==> src/rtl/pipeline_pkg.sv <==
// Shared types and constants for the pipeline hazard controller.
package pipeline_pkg;

  typedef enum logic [1:0] {
    IDLE    = 2'd0,
    MD_RUN  = 2'd1,
    MD_DONE = 2'd2
  } md_state_t;

  localparam int         MD_CYCLES_DEF = 8;
  localparam int         CNT_W         = 6;
  localparam int         STALL_CNT_W   = 16;
  localparam logic [4:0] REG_ZERO      = 5'd0;

  // True when the ID instruction reads src and src matches the EX destination.
  function automatic logic src_match(input logic uses, input logic [4:0] src,
                                     input logic [4:0] dst);
    return uses && (src == dst);
  endfunction

endpackage

==> src/rtl/md_cycle_counter.sv <==
// Loadable 6-bit down-counter timing a multi-cycle mult/div operation.
module md_cycle_counter
  import pipeline_pkg::*;
(
  input  logic             clk,
  input  logic             clrn,
  input  logic             load,
  input  logic [CNT_W-1:0] load_val,
  input  logic             dec,
  output logic             zero_next
);

  logic [CNT_W-1:0] count;

  always_ff @(posedge clk or negedge clrn) begin
    if (!clrn) begin
      count <= '0;
    end else if (load) begin
      count <= load_val;
    end else if (dec && (count != '0)) begin
      count <= count - 1'b1;
    end
  end

  // Asserted in the cycle whose decrement brings the count to zero.
  assign zero_next = dec && (count == CNT_W'(1));

endmodule

==> src/rtl/pipeline_hazard_ctrl.sv <==
// Load-use and mult/div stall control, branch flush and stall statistics.
//
// state   | meaning
// IDLE    | no mult/div active; a new one may start this cycle
// MD_RUN  | mult/div executing, pipeline held
// MD_DONE | result available, stall released for one cycle
module pipeline_hazard_ctrl
  import pipeline_pkg::*;
#(
  parameter int MD_CYCLES = MD_CYCLES_DEF
) (
  input  logic                   clk,
  input  logic                   clrn,
  input  logic [4:0]             id_rs,
  input  logic [4:0]             id_rt,
  input  logic                   id_uses_rs,
  input  logic                   id_uses_rt,
  input  logic                   id_muldiv,
  input  logic                   id_branch_taken,
  input  logic                   ex_m2reg,
  input  logic                   ex_wreg,
  input  logic [4:0]             ex_rd,
  output logic                   stall,
  output logic                   id_bubble,
  output logic                   if_flush,
  output logic                   md_busy,
  output logic                   md_done,
  output logic [STALL_CNT_W-1:0] stall_cycles
);

  localparam logic [CNT_W-1:0] MD_LOAD = CNT_W'(MD_CYCLES - 1);

  md_state_t state, state_nxt;
  logic      load_use;
  logic      md_start;
  logic      cnt_dec;
  logic      cnt_zero_next;

  assign load_use = ex_m2reg && ex_wreg && (ex_rd != REG_ZERO) &&
                    (src_match(id_uses_rs, id_rs, ex_rd) ||
                     src_match(id_uses_rt, id_rt, ex_rd));

  always_ff @(posedge clk or negedge clrn) begin
    if (!clrn) begin
      state <= IDLE;
    end else begin
      state <= state_nxt;
    end
  end

  // A load-use hazard defers the start; the ID instruction is re-examined next cycle.
  always_comb begin
    state_nxt = state;
    md_start  = 1'b0;
    case (state)
      IDLE: begin
        if (id_muldiv && !load_use) begin
          md_start  = 1'b1;
          state_nxt = MD_RUN;
        end
      end
      MD_RUN: begin
        if (cnt_zero_next) begin
          state_nxt = MD_DONE;
        end
      end
      MD_DONE: state_nxt = IDLE;
      default: state_nxt = IDLE;
    endcase
  end

  assign cnt_dec = (state == MD_RUN);

  md_cycle_counter u_md_cycle_counter (
    .clk       (clk),
    .clrn      (clrn),
    .load      (md_start),
    .load_val  (MD_LOAD),
    .dec       (cnt_dec),
    .zero_next (cnt_zero_next)
  );

  assign md_busy   = (state == MD_RUN);
  assign md_done   = (state == MD_DONE);
  assign stall     = load_use || md_busy || md_start;
  assign id_bubble = stall;
  assign if_flush  = id_branch_taken && !stall;

  always_ff @(posedge clk or negedge clrn) begin
    if (!clrn) begin
      stall_cycles <= '0;
    end else if (stall && (stall_cycles != {STALL_CNT_W{1'b1}})) begin
      stall_cycles <= stall_cycles + 1'b1;
    end
  end

endmodule

==> config.mk <==
export PLATFORM = sky130hd
export DESIGN_NAME = pipeline_hazard_ctrl
export DESIGN_NICKNAME = d
export VERILOG_FILES = /design/src/rtl/pipeline_pkg.sv /design/src/rtl/md_cycle_counter.sv /design/src/rtl/pipeline_hazard_ctrl.sv
export SDC_FILE = /design/constraint.sdc
export NUM_CORES = 1
export LEC_CHECK = 0
export BUFFER_PORTS_ARGS = -buffer_cell sky130_fd_sc_hd__buf_2
export CELL_PAD_IN_SITES_DETAIL_PLACEMENT = 1
export CELL_PAD_IN_SITES_GLOBAL_PLACEMENT = 1
export CORE_UTILIZATION = 34
export DETAILED_ROUTE_END_ITERATION = 6
export GPL_ROUTABILITY_DRIVEN = 1
export PLACE_DENSITY_LB_ADDON = 0.1
export REMOVE_ABC_BUFFERS = 1
export SLEW_MARGIN = 15
export SYNTH_ARGS = -nofsm -noshare
export SYNTH_HDL_FRONTEND = slang
export SYNTH_SLANG_ARGS = --single-unit
==> constraint.sdc <==
create_clock -name clk -period 2.1 [get_ports clk]
set_input_delay 0.315 -clock clk [delete_from_list [all_inputs] [get_ports clk]]
set_output_delay 0.315 -clock clk [all_outputs]
set_load 0.05 [all_outputs]
# Yosys cells after proc, flatten, opt, wreduce, memory -nomap -nowiden
# Cells that the tools add are included.
# totals
ram_bits	0
latchBits	0
out_inout_bits	21
mem_bits_ro	0
memories	0
register_bits	24
elab_cells	40
# op_classes
div	0
addsub	2
bitwise_logic	0
mul	0
n_lt_le_gt_ge	0
n_eq_ne	8
n_shift	0
n_mux	7
reduce_logical	20
# op_table
cell	count
16-bit by 1-bit adder with 16-bit output, second input constant	1
16-bit inequality test, second input constant	1
6-bit two-way mux	2
5-bit equality test	2
1-bit logical AND	10
6-bit by 1-bit equality test with 1-bit output, second input constant	1
6-bit nonzero test	1
6-bit by 1-bit subtractor with 6-bit output, second input constant	1
5-bit nonzero test	1
2-bit two-way mux	2
2-bit one-hot mux with 2 select lines	1
1-bit logical OR	3
2-bit by 1-bit equality test with 1-bit output, second input constant	1
2-bit equality test, second input constant	1
1-bit zero test	2
2-bit zero test	1
1-bit two-way mux	2
2-bit by 1-bit inequality test with 1-bit output, second input constant	1
2-bit inequality test, second input constant	1
2-bit AND reduction	1
2-bit nonzero test	1

# Logic depth before layout (Yosys ltp)
# Gate-level depths: netlist of the first run.
# logic_depth
ltp_word	11
depth_mapped	8

# Cells and area by module
# From an unflattened synthesis of the first run, not the netlist that was laid out.
# hier_totals
hier_cells	161
area_unflattened_um2	1503.9
# by_module_without_submodules
mod	cells_per_inst	instances	seq_area_each_um2	area_per_inst_um2
pipeline_hazard_ctrl	114	1	450.4	1078.5
md_cycle_counter	47	1	150.1	425.4

# Worst setup path before layout of the first run
# No wires, ideal clock.
# synth_path
path_type	reg2reg
startpoint	register stall_cycles[0]
endpoint	register stall_cycles[1]
required_ns	1.972
setup_time_ns	0.128
t_arrival_ns	2.359
synth_period_minus_slack_ns	2.486
path_slack_ns	-0.386
stages_incl_launch_ff	8
path_cell_list	dfrtp_1 -> ha_1 -> and3_1 -> nand3_2 -> or3_4 -> a31oi_4 -> buf_6 -> mux2_1
# synth_between
elab_chain_cells	2
elab_cells_between_ends	3
# synth_lines
element	line	source
start, declared	pipeline_hazard_ctrl.sv:28	output logic [STALL_CNT_W-1:0] stall_cycles
start signal, assigned	pipeline_hazard_ctrl.sv:93	stall_cycles <= stall_cycles + 1'b1;
branches (longest 2 deep; another with 16-bit by 1-bit adder with 16-bit output)	--	
# Several ways; the timed one is not identified.
# A chain may end at the register's enable or synchronous reset.

# Worst setup path in the final report of the first run
# layout_path
startpoint	input port ex_rd[0]
endpoint	output port if_flush
# layout_between
elab_chain_cells	11
elab_cells_between_ends	16
# layout_lines
element	line	source
start, declared	pipeline_hazard_ctrl.sv:22	input logic [4:0] ex_rd,
5-bit equality test	pipeline_pkg.sv:18	return uses && (src == dst);
1-bit logical AND	pipeline_pkg.sv:18	
1-bit logical OR	pipeline_hazard_ctrl.sv:40	(src_match(id_uses_rs, id_rs, ex_rd) ||
1-bit logical AND *	pipeline_hazard_ctrl.sv:39	assign load_use = ex_m2reg && ex_wreg && (ex_rd != REG_ZERO) &&
1-bit zero test	pipeline_hazard_ctrl.sv:57	if (id_muldiv && !load_use) begin
1-bit logical AND	pipeline_hazard_ctrl.sv:57	
1-bit two-way mux	pipeline_hazard_ctrl.sv:57	
1-bit two-way mux	pipeline_hazard_ctrl.sv:55	case (state)
1-bit logical OR *	pipeline_hazard_ctrl.sv:85	assign stall = load_use || md_busy || md_start;
1-bit zero test *	pipeline_hazard_ctrl.sv:87	assign if_flush = id_branch_taken && !stall;
1-bit logical AND *	pipeline_hazard_ctrl.sv:87	
end, declared	pipeline_hazard_ctrl.sv:25	output logic if_flush,
# Mark *: on every way between the ends. The rest lies on a longest branch, timed or not.

==> results.cfg, run 1 <==
[status]
run_status = finished clean

[power]
p_leak_nw = 0.879
power_per_cell_area_mw_per_mm2 = 1280
totalPowerFinal_mw = 2.29
irDropWorstVdd_uv = 836

[global_route]
gr-total-overflow = 0
first_global_vias = 1310
track_usage_pct = 17.9
first_pass_grt_wire_length_mm = 5.96
grt_antenna_before_repair = 0
maximum_number_of_pins_on_one_net_before_global_route_repair = 25

[detailed_routing]
post-route-drc-count = 0
ant_nets = 0
via_count = 1216
dr.first_iter.drc_count = 16
routedWlPerCell_microns = 15.0
drt-pass1-iter-count = 3
postRouteWirelength_mm = 3.59
post_drt_via_cell_ratio = 5.09

[logic_synthesis]
synth_area_leaders = sky130_fd_sc_hd__dfrtp_1 (44%), sky130_fd_sc_hd__xnor2_1 (9.0%), sky130_fd_sc_hd__xor2_1 (7.1%)
synthDominantCellAreaShare_pct = 44.0
synth_cells = 135
flip_flop_cell_with_the_highest_count_after_synthesis = sky130_fd_sc_hd__dfrtp_1
synth.cell_area_sq_mm = 0.00136
synth_enable_flop_cells = 0
yosysSeqAreaShare_pct = 44.0
synth-seq-cells = 24
syn_avg_cell_area_sq_um = 10.1
synthArstFlopShare_pct = 100
ys_types = 36
synth-warning-count = 0
yosys.area.top_type = sky130_fd_sc_hd__dfrtp_1

[setup_path]
worst_r2r_endpoint = stall_cycles[7]$_DFFE_PN0P_
worst_r2r_src = stall_cycles[9]$_DFFE_PN0P_
reg2reg_setup_slack_ns = 0.10
worstRegToRegCells = 7
critical_path_class = in -> out
worstPathMaxFanout = 5
timing.critical_path.to_type = output pin
cp.arrival_ns = 1.74
startpoint_type = primary input
required_ns = 1.78

[final_layout]
most_frequent_cells_in_the_layout = sky130_fd_sc_hd__buf_2 (42), sky130_fd_sc_hd__dfrtp_1 (24), sky130_fd_sc_hd__xnor2_1 (14), sky130_fd_sc_hd__nand2_1 (14), sky130_fd_sc_hd__buf_4 (13)
final_nets = 220
mostFrequentLayoutCell = sky130_fd_sc_hd__buf_2
antennaDiodeCount = 0
final_util_pct = 47.7
fin_cells = 239
syn_to_final_growth_pct = 31.0
share_of_layout_cells_above_drive_strength_1_pct = 34.6

[sta]
timing.fmax_mhz = 487
pins_over_their_slew_limit = 0
final_period_minus_worst_setup_slack_ns = 2.06
report.final.setup_viol = 0
post-route-period-util_pct = 97.9
hold_viol = 0
worst-slew-pin-transition_ns = 0.533
maxSlewHeadroom_pct = 64.5
rsz0062_at_grt = no
clock-skew-final_ns = 0.00817

[die]
std_cell_rows = 22
die_y_microns = 65.3
start_util_pct = 36.4
die-area_sq_mm = 0.00427
die_width_microns = 65.3
io-pin-count = 44
placeableCoreArea_sq_mm = 0.00374

[place]
dpl.cell_count = 235
place_congestion = 0.868
port-buffer-count = 43
post-dp-hpwl_mm = 2.83

[clock_tree]
numClockSinks = 24
cts_tree = yes
clk-insertion-delay-late_ns = 0.26
cts_hold_repair.buffers = 0
clock_tree.root_cell = sky130_fd_sc_hd__clkbuf_8
cts.path.max_buffers = 2
total_clock_buffers_created_by_cts = 3
clock_tree.htree_level_count = 1
clk_pin_slew_ns = 0.08

[worst_hold_path]
hold_path.class = in -> async

[run]
max_cap_violations = 0
==> per-layer routing <==
| layer | track usage [%] | share of wire, % | vias to the layer above |
|---|---|---|---|
| li1 | - | - | 586 |
| met1 | 24.3 | 47 | 594 |
| met2 | 29.9 | 46 | 34 |
| met3 | 2.95 | 5.8 | 2 |
| met4 | 3.26 | 0.50 | 0 |
| met5 | 0 | 0 | - |
==> timing repair <==
action / in CTS / in global routing
pin swaps: 0 / 2
setup endpoints to repair: 1 / 11
resized for setup: 1 / 3
cloned: 0 / 0
buffers inserted: 0 / 1
==> per-stage QoR <==
stage          area [sq um]  setup WS [ns]  setup TNS [ns]  hold slack [ns]
6_report               1790         0.0449               0           0.0188
5_1_grt                1790        0.00111               0           0.0752
4_1_cts                1760         0.0110               0           0.0534
3_5_place_dp           1720        -0.0386         -0.0458            0.346
3_3_place_gp           1720         0.0421               0            0.322
2_1_floorplan          1340         -0.623           -4.20           0.0194
==> kinds of logic (layout without fill, tap and decap cells) <==
| family | Yosys count | count (layout) | share of synthesized area [%] |
|---|---|---|---|
| buffers and inverters | 7 | 63 | 2.84 |
| XOR/XNOR | 25 | 25 | 16.1 |
| multiplexers | 2 | 2 | 1.65 |
| adder cells (fa/ha/maj) | 4 | 4 | 3.67 |
| flip-flops | 24 | 24 | 44.0 |
| AND/OR/NAND/NOR | 55 | 55 | 21.0 |
| AO/OA/AOI/OAI | 18 | 18 | 10.7 |
==> final cells by class <==
class,instances,area [sq um]
clock buffers,3,41.3
multi-input cells,104,742
repair buffers,56,328
inverters,4,15.0
fillers,459,1960
flip-flops and latches,24,601
well taps,48,60.1
==> state kept, by name, summed over array words and instances, names as in the netlist <==
name and count:
stall_cycles 16, state 2, u_md_cycle_counter.count 6
==> Yosys cell counts, types with 2 or more instances <==
cell / count
sky130_fd_sc_hd__o22a_1: 2
sky130_fd_sc_hd__inv_1: 4
sky130_fd_sc_hd__nor4_1: 2
sky130_fd_sc_hd__nand4_1: 6
sky130_fd_sc_hd__xnor2_1: 14
sky130_fd_sc_hd__and3_1: 3
sky130_fd_sc_hd__nor2_1: 11
sky130_fd_sc_hd__nand2_1: 14
sky130_fd_sc_hd__or3_1: 2
sky130_fd_sc_hd__a21oi_1: 4
sky130_fd_sc_hd__a41oi_1: 2
sky130_fd_sc_hd__nand3_1: 4
sky130_fd_sc_hd__nor3_1: 5
sky130_fd_sc_hd__ha_1: 4
sky130_fd_sc_hd__dfrtp_1: 24
sky130_fd_sc_hd__a21o_1: 3
sky130_fd_sc_hd__o211ai_1: 2
sky130_fd_sc_hd__xor2_1: 11
==> worst max-delay path: stages <==
cell and delay (ns):
sky130_fd_sc_hd__buf_2 0.13, sky130_fd_sc_hd__or3_1 0.39, sky130_fd_sc_hd__o311a_1 0.33, sky130_fd_sc_hd__a21o_1 0.26, sky130_fd_sc_hd__nor2_1 0.11, sky130_fd_sc_hd__buf_4 0.20
==> worst max path at each step <==
stage / from / endpoint / slack, ns / depth (start not counted)
floorplan: ex_rd[0] / if_flush / -0.62 / 4
global placement: ex_rd[0] / if_flush / 0.04 / 6
detailed placement: ex_rd[0] / stall_cycles[14]$_DFFE_PN0P_ / -0.04 / 8
CTS: stall_cycles[0]$_DFFE_PN0P_ / stall_cycles[14]$_DFFE_PN0P_ / 0.01 / 8
global route: ex_rd[0] / if_flush / 0.001 / 6
finish: ex_rd[0] / if_flush / 0.04 / 6
==> where the power goes <==
part / internal [mW] / switching [mW] / leakage, nW
combinational: 0.460 / 0.840 / 0.553
sequential: 0.605 / 0.125 / 0.304
clock: 0.128 / 0.137 / 0.0216
total: 1.19 / 1.10 / 0.879
No activity file was read; power rests on OpenSTA's default activity.
==> run 2: changes to the inputs <==
- SYNTH_HIERARCHICAL: not set -> 1
==> run 2 against run 1 <==
  * Sequential share of layout area decreased by 2.2 points
  * Clock skew decreased by 0.0063 ns
  * Combinational power rose by 3%
  * Critical path depth grew 1
  * Clock power up 4%
  * Sequential power increased by 14%
  * Largest power group unchanged
  * Cell count rose by 12%
  * Final area is 6.9% higher
  * Total power rose by 6.7%
  * Non-clock buffer count is 3 lower
  * Register-to-register slack better by 0.08 ns
==> results.cfg, run 2 <==
[logic_synthesis]
syn_avg_cell_area_sq_um = 9.34
synth-seq-cells = 24
synth_mux_area_share_pct = 3.00
synth_top_family_by_area = simple AND/OR/NAND/NOR gates
flip_flop_cell_with_the_highest_count_after_synthesis = sky130_fd_sc_hd__dfrtp_1
synth_enable_flop_cells = 0
synth_area_leaders = sky130_fd_sc_hd__dfrtp_1 (40%), sky130_fd_sc_hd__xnor2_1 (6.4%), sky130_fd_sc_hd__xor2_1 (5.2%)
synth_most_common_cell = sky130_fd_sc_hd__dfrtp_1
synthTopCellsByCount = sky130_fd_sc_hd__dfrtp_1 (24), sky130_fd_sc_hd__nand2_1 (19), sky130_fd_sc_hd__nor2_1 (12), sky130_fd_sc_hd__xnor2_1 (11), sky130_fd_sc_hd__xor2_1 (9)
post_synthesis_simple_gate_area_fraction_pct = 24.3
post_synth_xor_area_fraction_pct = 11.6
synth.cell_area_sq_mm = 0.00150
adder_and_majority_gate_portion_of_the_synthesized_area_pct = 3.33
yosysSeqAreaShare_pct = 39.9
synthDominantCellAreaShare_pct = 39.9
ys_types = 44
synth-warning-count = 6
synth_cells = 161
yosys.area.top_type = sky130_fd_sc_hd__dfrtp_1
synthArstFlopShare_pct = 100
synth_compound_area_share_pct = 14.6

[die]
die_y_microns = 68.5
die_width_microns = 68.5
start_util_pct = 36.5
io-pin-count = 44
die-area_sq_mm = 0.00469
std_cell_rows = 23
placeableCoreArea_sq_mm = 0.00412

[sta]
timing.fmax_mhz = 497
post-route-period-util_pct = 95.9
worst-slew-pin-transition_ns = 0.741
hold_slack_ns = 0.0336
pins_over_their_slew_limit = 0
maxSlewHeadroom_pct = 50.2
final_period_minus_worst_setup_slack_ns = 2.01
report.final.setup_viol = 0
rsz0062_at_grt = no
clock-skew-final_ns = 0.00189
hold_viol = 0

[status]
run_status = finished clean

[detailed_routing]
ant_nets = 0
drt-pass1-iter-count = 4
via_count = 1370
post_drt_via_cell_ratio = 5.11
postRouteWirelength_mm = 3.89
post-route-drc-count = 0
routedWlPerCell_microns = 14.5
dr.first_iter.drc_count = 48

[setup_path]
timing.critical_path.to_type = output pin
worst_r2r_endpoint = stall_cycles[15]$_DFFE_PN0P_
critical_path_class = in -> out
worstPathMaxFanout = 3
crit_path_max_incr_delay_ns = 0.38
crit_path_cell_trace = buf_2 -> or3_1 -> o311a_1 -> nand2_2 -> buf_4 -> and3_1 -> buf_6
critical_path.slowest_cell = sky130_fd_sc_hd__or3_1
cp.arrival_ns = 1.70
startpoint_type = primary input
reg2reg_setup_slack_ns = 0.18
required_ns = 1.78
worstRegToRegCells = 8
worst_r2r_src = stall_cycles[0]$_DFFE_PN0P_

[final_layout]
fin_cells = 268
largest_register_ff_count = 16
mostFrequentLayoutCell = sky130_fd_sc_hd__buf_2
reg.largest.list = stall_cycles: 16 flops, u_md_cycle_counter/count: 6 flops, state: 2 flops
syn_to_final_growth_pct = 27.0
fillers = 508
final_nets = 247
largest-register = stall_cycles
share_of_layout_cells_above_drive_strength_1_pct = 30.7
most_frequent_cells_in_the_layout = sky130_fd_sc_hd__buf_2 (42), sky130_fd_sc_hd__dfrtp_1 (24), sky130_fd_sc_hd__nand2_1 (18)
antennaDiodeCount = 0

[clock_tree]
clk_pin_slew_ns = 0.09
cts_tree = yes
cts_hold_repair.buffers = 0
clk-insertion-delay-late_ns = 0.26
clock_tree.root_cell = sky130_fd_sc_hd__clkbuf_8
total_clock_buffers_created_by_cts = 3
clock_tree.htree_level_count = 1
numClockSinks = 24
cts_repair_resize_count = 1
cts.repair_timing.setup_buffer_count = 0
cts.path.max_buffers = 2

[power]
power_frac_seq_pct = 34.0
p_sw_share_pct = 50.3
netSwitchingPower_mw = 1.23
cellInternalPower_mw = 1.22
irDropWorstVdd_uv = 606
combPwrFrac_pct = 54.7
power_per_cell_area_mw_per_mm2 = 1280
p_clk_share_pct = 11.3
p_leak_nw = 0.882

[global_route]
track_usage_pct = 18.2
grt_antenna_before_repair = 0
maximum_number_of_pins_on_one_net_before_global_route_repair = 25
first_global_vias = 1426
first_pass_grt_wire_length_mm = 6.47
gr-total-overflow = 0

[run]
max_cap_violations = 0

[place]
dpl.cell_count = 265
port-buffer-count = 43
place_congestion = 0.745
post-dp-hpwl_mm = 3.04

[worst_hold_path]
hold_path.class = in -> async
==> run 2: power groups by stage <==
| stage | sequential [mW] | clock, mW | combinational, mW |
|---|---|---|---|
| 6_report | 0.833 | 0.276 | 1.34 |
| 5_1_grt | 0.864 | 0.302 | 1.46 |
| 4_1_cts | 0.833 | 0.290 | 1.34 |
| 3_5_place_dp | 0.839 | 0 | 1.33 |
| 3_3_place_gp | 0.833 | 0 | 1.29 |
| 2_1_floorplan | 1.13 | 0 | 0.635 |
==> run 2: cells by family (layout without fill, tap and decap cells) <==
group                      count (synthesis)  in the layout
AOI/OAI and AO/OA                         29             29
xor gates and xnor gates                  20             20
adders and majority gates                  4              4
buffers and inverters                      8             61
DFF                                       24             24
muxes                                      4              4
other                                      2              6
and+or+nand+nor                           70             70
==> run 2: worst max-delay path, delay by kind of cell <==
family	cells	cell delay (ns)
AO/OA/AOI/OAI	1	0.34
buffers and inverters	3	0.41
AND/OR/NAND/NOR	3	0.65
==> run 2: through the flow <==
step                total power [mW]  TNS (ns)  instance area, sq um  setup slack, ns  util, %
detailed placement              2.17    -0.393                  1850           -0.128     44.9
floorplan                       1.77     -1.74                  1500           -0.248        -
CTS                             2.46         0                  1890           0.0279     46.0
global route                    2.62         0                  1910           0.0203     46.4
global placement                2.13         0                  1850           0.0120     44.9
finish                          2.45         0                  1910           0.0865     46.4
==> run 2: worst max-delay path by stage <==
stage	from	to	slack (ns)	cells after the start
after CTS	ex_rd[0]	if_flush	0.03	7
final	ex_rd[0]	if_flush	0.09	7
after detailed placement	ex_rd[0]	u_md_cycle_counter/count[0]$_DFFE_PN0P_	-0.13	10
after global placement	ex_rd[0]	if_flush	0.01	7
after global routing	stall_cycles[0]$_DFFE_PN0P_	stall_cycles[13]$_DFFE_PN0P_	0.02	8
after floorplan	state[0]$_DFFE_PN0P_	state[0]$_DFFE_PN0P_	-0.25	5
==> run 2: final cells by class <==
type	instances	area [sq um]	area share [%]
clock buffers	3	41.3	2.16
well taps	50	62.6	3.28
multi-input cells	133	890	46.6
inverters	5	18.8	0.983
repair buffers	53	297	15.5
flip-flops and latches	24	601	31.5
==> run 2: per-layer routing <==
metal | vias up | GRT usage (%) | wire length (microns)
li1 | 681 | - | -
met1 | 652 | 23.5 | 1890
met2 | 33 | 31.3 | 1780
met3 | 4 | 2.63 | 169
met4 | 0 | 5.47 | 44
met5 | - | 0 | 0
